## src/rtl/axis_demux_n.sv

```systemverilog
// AXI-Stream 1-to-N demultiplexer with a registered shared holding stage and discard of beats to absent channels.
// Define AXIS_DEMUX_PKT_LOCK_EN to route whole packets (up to s_tlast) to the channel selected on their first beat.
module axis_demux_n #(
    parameter int DATA_W = 32,
    parameter int N_OUT  = 3,
    parameter int SEL_W  = $clog2(N_OUT)
) (
    input  logic                      aclk,
    input  logic                      aresetn,
    input  logic [SEL_W-1:0]          demux_sel,
    input  logic [DATA_W-1:0]         s_tdata,
    input  logic                      s_tvalid,
    input  logic                      s_tlast,
    output logic                      s_tready,
    output logic [N_OUT*DATA_W-1:0]   m_tdata,
    output logic [N_OUT-1:0]          m_tvalid,
    output logic [N_OUT-1:0]          m_tlast,
    input  logic [N_OUT-1:0]          m_tready,
    output logic [15:0]               drop_cnt,
    output logic                      dbg_locked
);

    // Handshake: a beat moves on any edge where valid && ready; valid never depends on ready,
    // and s_tready is high when the holding register is empty or its beat drains this cycle.

    logic [N_OUT-1:0]  ov_q;
    logic [DATA_W-1:0] data_q;
    logic              last_q;
    logic [SEL_W-1:0]  dest;
    logic              dest_ok;
    logic [N_OUT-1:0]  dest_onehot;
    logic              drain;
    logic              accept;

    assign drain    = |(m_tready & ov_q);
    assign s_tready = ~(|ov_q) | drain;
    assign accept   = s_tvalid & s_tready;

`ifdef AXIS_DEMUX_PKT_LOCK_EN
    typedef enum logic {
        ST_IDLE   = 1'b0,
        ST_LOCKED = 1'b1
    } state_t;

    state_t           state_q, state_d;
    logic [SEL_W-1:0] lock_ch_q, lock_ch_d;

    always_ff @(posedge aclk or negedge aresetn) begin
        if (!aresetn) begin
            state_q   <= ST_IDLE;
            lock_ch_q <= '0;
        end else begin
            state_q   <= state_d;
            lock_ch_q <= lock_ch_d;
        end
    end

    // A single-beat packet (s_tlast on the first beat) never enters LOCKED.
    always_comb begin
        state_d   = state_q;
        lock_ch_d = lock_ch_q;
        case (state_q)
            ST_IDLE: begin
                if (accept && !s_tlast) begin
                    state_d   = ST_LOCKED;
                    lock_ch_d = demux_sel;
                end
            end
            ST_LOCKED: begin
                if (accept && s_tlast) begin
                    state_d = ST_IDLE;
                end
            end
            default: state_d = ST_IDLE;
        endcase
    end

    assign dest       = (state_q == ST_LOCKED) ? lock_ch_q : demux_sel;
    assign dbg_locked = (state_q == ST_LOCKED);
`else
    assign dest       = demux_sel;
    assign dbg_locked = 1'b0;
`endif

    assign dest_ok = (32'(dest) < N_OUT);

    always_comb begin
        dest_onehot = '0;
        for (int k = 0; k < N_OUT; k++) begin
            dest_onehot[k] = (32'(dest) == k);
        end
    end

    // Accepting a beat implies the register is empty or draining, so ov can be overwritten freely.
    always_ff @(posedge aclk or negedge aresetn) begin
        if (!aresetn) begin
            ov_q     <= '0;
            data_q   <= '0;
            last_q   <= 1'b0;
            drop_cnt <= '0;
        end else if (accept) begin
            if (dest_ok) begin
                ov_q   <= dest_onehot;
                data_q <= s_tdata;
                last_q <= s_tlast;
            end else begin
                ov_q <= '0;
                if (drop_cnt != 16'hFFFF) begin
                    drop_cnt <= drop_cnt + 16'd1;
                end
            end
        end else if (drain) begin
            ov_q <= '0;
        end
    end

    for (genvar k = 0; k < N_OUT; k++) begin : g_out
        assign m_tdata[k*DATA_W +: DATA_W] = data_q;
    end

    assign m_tvalid = ov_q;
    assign m_tlast  = ov_q & {N_OUT{last_q}};

endmodule

```

## config.mk

```make
export PLATFORM = sky130hd
export DESIGN_NAME = axis_demux_n
export DESIGN_NICKNAME = d
export VERILOG_FILES = /design/src/rtl/axis_demux_n.sv
export SDC_FILE = /design/constraint.sdc
export NUM_CORES = 1
export LEC_CHECK = 0
export ABC_AREA = 0
export CAP_MARGIN = 20
export CORE_ASPECT_RATIO = 0.9
export CORE_MARGIN = 2
export CORE_UTILIZATION = 41
export DETAILED_ROUTE_END_ITERATION = 6
export PLACE_DENSITY = 0.93
export SLEW_MARGIN = 20
export SYNTH_ARGS = -nofsm -noshare
export SYNTH_HDL_FRONTEND = slang
export SYNTH_SLANG_ARGS = --single-unit
```

## constraint.sdc

```tcl
create_clock -name aclk -period 3.6 [get_ports aclk]
set_input_delay 0.36 -clock aclk [delete_from_list [all_inputs] [get_ports aclk]]
set_output_delay 0.36 -clock aclk [all_outputs]
set_load 0.005 [all_outputs]
```

==> metrics.md <==
| Metric | Value |
|---|---|
| Power per cell area | `804 mW/mm2` |
| Post-layout util | `62.1%` |
| Row count | `28` |
| Max FO, Critical Path | `7` |
| EDFF count, synth | `0` |
| Die Height | `82.4 um` |
| Final Hold Viols | `0` |
| DRT antenna net count | `0` |
| Slowest stage delay, CP | `0.74 ns` |
| Clock Path Buffers | `2` |
| Least-Margin Pin Slew | `0.964 ns` |
| Met3 wire length | `454 um` |
| Initial antenna violation count | `0` |
| Seq/Total Area, Yosys | `46.4%` |
| CP top delay family | `buffers and inverters` |
| # Post-CTS Setup Buffers | `0` |
| Pre-CTS WS | `0.928 ns` |
| Sum of buffers and inverters on the critical path | `2` |
| Crit path depth | `4` |
| Seq cells post-synth | `52` |
| Clock Pin Slew Worst Setup and Hold Paths | `0.11 ns` |
| Die area | `0.00751 mm2` |
| Diode count | `0` |
| TritonRoute pass-1 iters | `4` |
| Synth warnings | `0` |
| Count leader, synth | `buf_4` |
| Drt drc | `0` |
| Area leader, netlist | `dfrtp_1` |
| Post-CTS sizing | `0` |
| Total Routing Usage GR | `17.4%` |
| Startpoint types | `primary input` |
| Ratio of final minimum period to clock period | `68.6%` |
| Crit Path Class | `in -> out` |
| Hold Path Class | `in -> async` |
| Total CTS buffers | `5` |
| DRT iter0 DRCs | `31` |
| Post-CTS Hold Fix Bufs | `0` |
| Area Overhead vs Synth | `46.0%` |
| Fin Clk Skew | `0.0152 ns` |
| Leakage | `1.71 nW` |
| Die Width | `91.2 um` |
| Final count of pins violating max slew | `0` |
| Reg2Reg Launch Point | `m_tvalid[0]$_DFFE_PN0P_` |
| Peak supply drop | `0.403 mV` |
| Yosys top cell area share | `46.4%` |
| RSZ-0062 raised after global routing | `false` |
| Top Ports | `161` |
| Crit path top cell by count | `clkdlybuf4s50_1` |
| Via count | `1986` |
| Minimum clock period after layout | `2.47 ns` |
| Fin Setup TNS | `0 ns` |
| Mapped Area | `0.00280 mm2` |
| Worst path cell trace | `clkdlybuf4s50_1 > a222oi_1 > nand2_1 > clkdlybuf4s50_1` |
| Worst Path Arrival | `2.11 ns` |
| Total gr overflow | `0` |
| Wl on met1 | `2530 um` |
| Crit path launch | `m_tready[0]` |
| Clk_lat worst skew | `0.31 ns` |
| CTS tree | `built` |
| Root buffer cell | `clkbuf_8` |
| Reg2reg path depth | `5` |
| Final setup viols | `0` |
| Layout net count | `368` |
| Ratio of cells with drive above 1 in the final layout | `16.2%` |
| Vias per inst | `4.76` |
| Synth cell types | `33` |
| DP Area | `0.00399 mm2` |
| Max-cap viol count | `0` |
| CORE AREA | `0.00659 mm2` |
| H-tree Lvls | `2` |
| Status | `finished, final reports clean` |
| Fin worst setup slack | `1.13 ns` |
| Slowest CP cell | `a222oi_1` |
| WL/cell | `15.8 um` |
| Post-Syn Instances | `227` |
| Worst slew margin | `35.2%` |
| Total Wirelength | `6600 um` |
| Top Layer Used | `met4` |
| First-pass GRT wire length | `10400 um` |
| Finished layout cell area | `0.00409 mm2` |
| Largest net degree at the start of global routing | `34` |
| Synth top cells by count | `buf_4, dfrtp_1, mux2_4, nand3_1, nand2_1` |
| Vias in the first global route | `1991` |
| Gp weighted congestion | `0.768` |
| Port bufs | `159` |
| Synth async-reset ratio | `100%` |
| Initial Utilization | `42.6%` |
| WL met2 | `3560 um` |
| Crit end category | `output port` |
| Max Clk Rate | `405 MHz` |
| Area contributors post-synth | `dfrtp_1, buf_4, mux2_4` |
| Hold slack | `0.0342 ns` |
| Mapped Nets | `269` |
| Sink Count | `52` |
| Predominant post-synthesis flop cell | `dfrtp_1` |
| Mean post-synth cell area | `12.3 um2` |
| Hpwl dp | `5270 um` |
| CP required | `3.24 ns` |
logic make-up after synthesis:
group	count (synthesis)	share of synthesized area (%)
AOI/OAI and AO/OA	8	2.59
and+or+nand+nor	46	8.88
DFF	52	46.4
other	1	0.134
buffers and inverters	70	18.9
xor gates and xnor gates	12	3.75
adders and majority gates	1	0.446
muxes	37	18.9
per-stage QoR:
step / power (W) / instances
3_3_place_gp: 0.00288 / 409
2_1_floorplan: 0.00209 / 227
3_5_place_dp: 0.00297 / 409
5_1_grt: 0.00348 / 417
6_report: 0.00329 / 417
4_1_cts: 0.00334 / 417
metal layers:
layer | vias up | GRT usage (%)
li1 | 908 | -
met1 | 985 | 20.0
met2 | 87 | 33.0
met3 | 6 | 4.81
met4 | 0 | 3.64
met5 | - | 0
placed cells by master (no fill, tap or decap), types with 2 or more instances in the layout:
master,n
nand2b_1,2
clkdlybuf4s50_1,158
mux2_4,30
dfrtp_1,52
nand2_1,8
inv_6,2
nor3_1,5
buf_4,2
nand4_1,5
nand3_1,9
clkbuf_8,6
nor4_1,5
nor2_1,3
mux2_2,7
and2_1,3
xor2_1,7
xnor2_1,5
area by class of cell:
cell class / instances / area (um2)
clock buffers: 6 / 82.6
repair buffers: 161 / 1600
fillers: 544 / 2490
multi-input cells: 105 / 972
well taps: 90 / 113
clock inverters: 2 / 17.5
flip-flops and latches: 52 / 1300
inverters: 1 / 3.75
report_power, final:
| group | switching [W] | total (W) | internal, W | leakage, nW |
|---|---|---|---|---|
| combinational | 0.000493 | 0.00185 | 0.00136 | 1.02 |
| sequential | 0.000272 | 0.00108 | 0.000812 | 0.642 |
| clock | 0.000198 | 0.000359 | 0.000161 | 0.0522 |
state kept, by name (all words and copies together), names as in the netlist:
signal and cells:
data_q 32, m_tvalid 3, last_q 1, drop_cnt 16
final timing paths:
kind                                             to  slack, ns
min reg2reg                 drop_cnt[8]$_DFFE_PN0P_       0.51
max                                        s_tready       1.13
min                        drop_cnt[12]$_DFFE_PN0P_       0.03
max in group asynchronous     data_q[0]$_DFFE_PN0P_       2.79
min in group aclk           drop_cnt[8]$_DFFE_PN0P_       0.51
max reg2reg                  data_q[30]$_DFFE_PN0P_       1.27
Note: power is estimated with default switching activity, not from simulation.
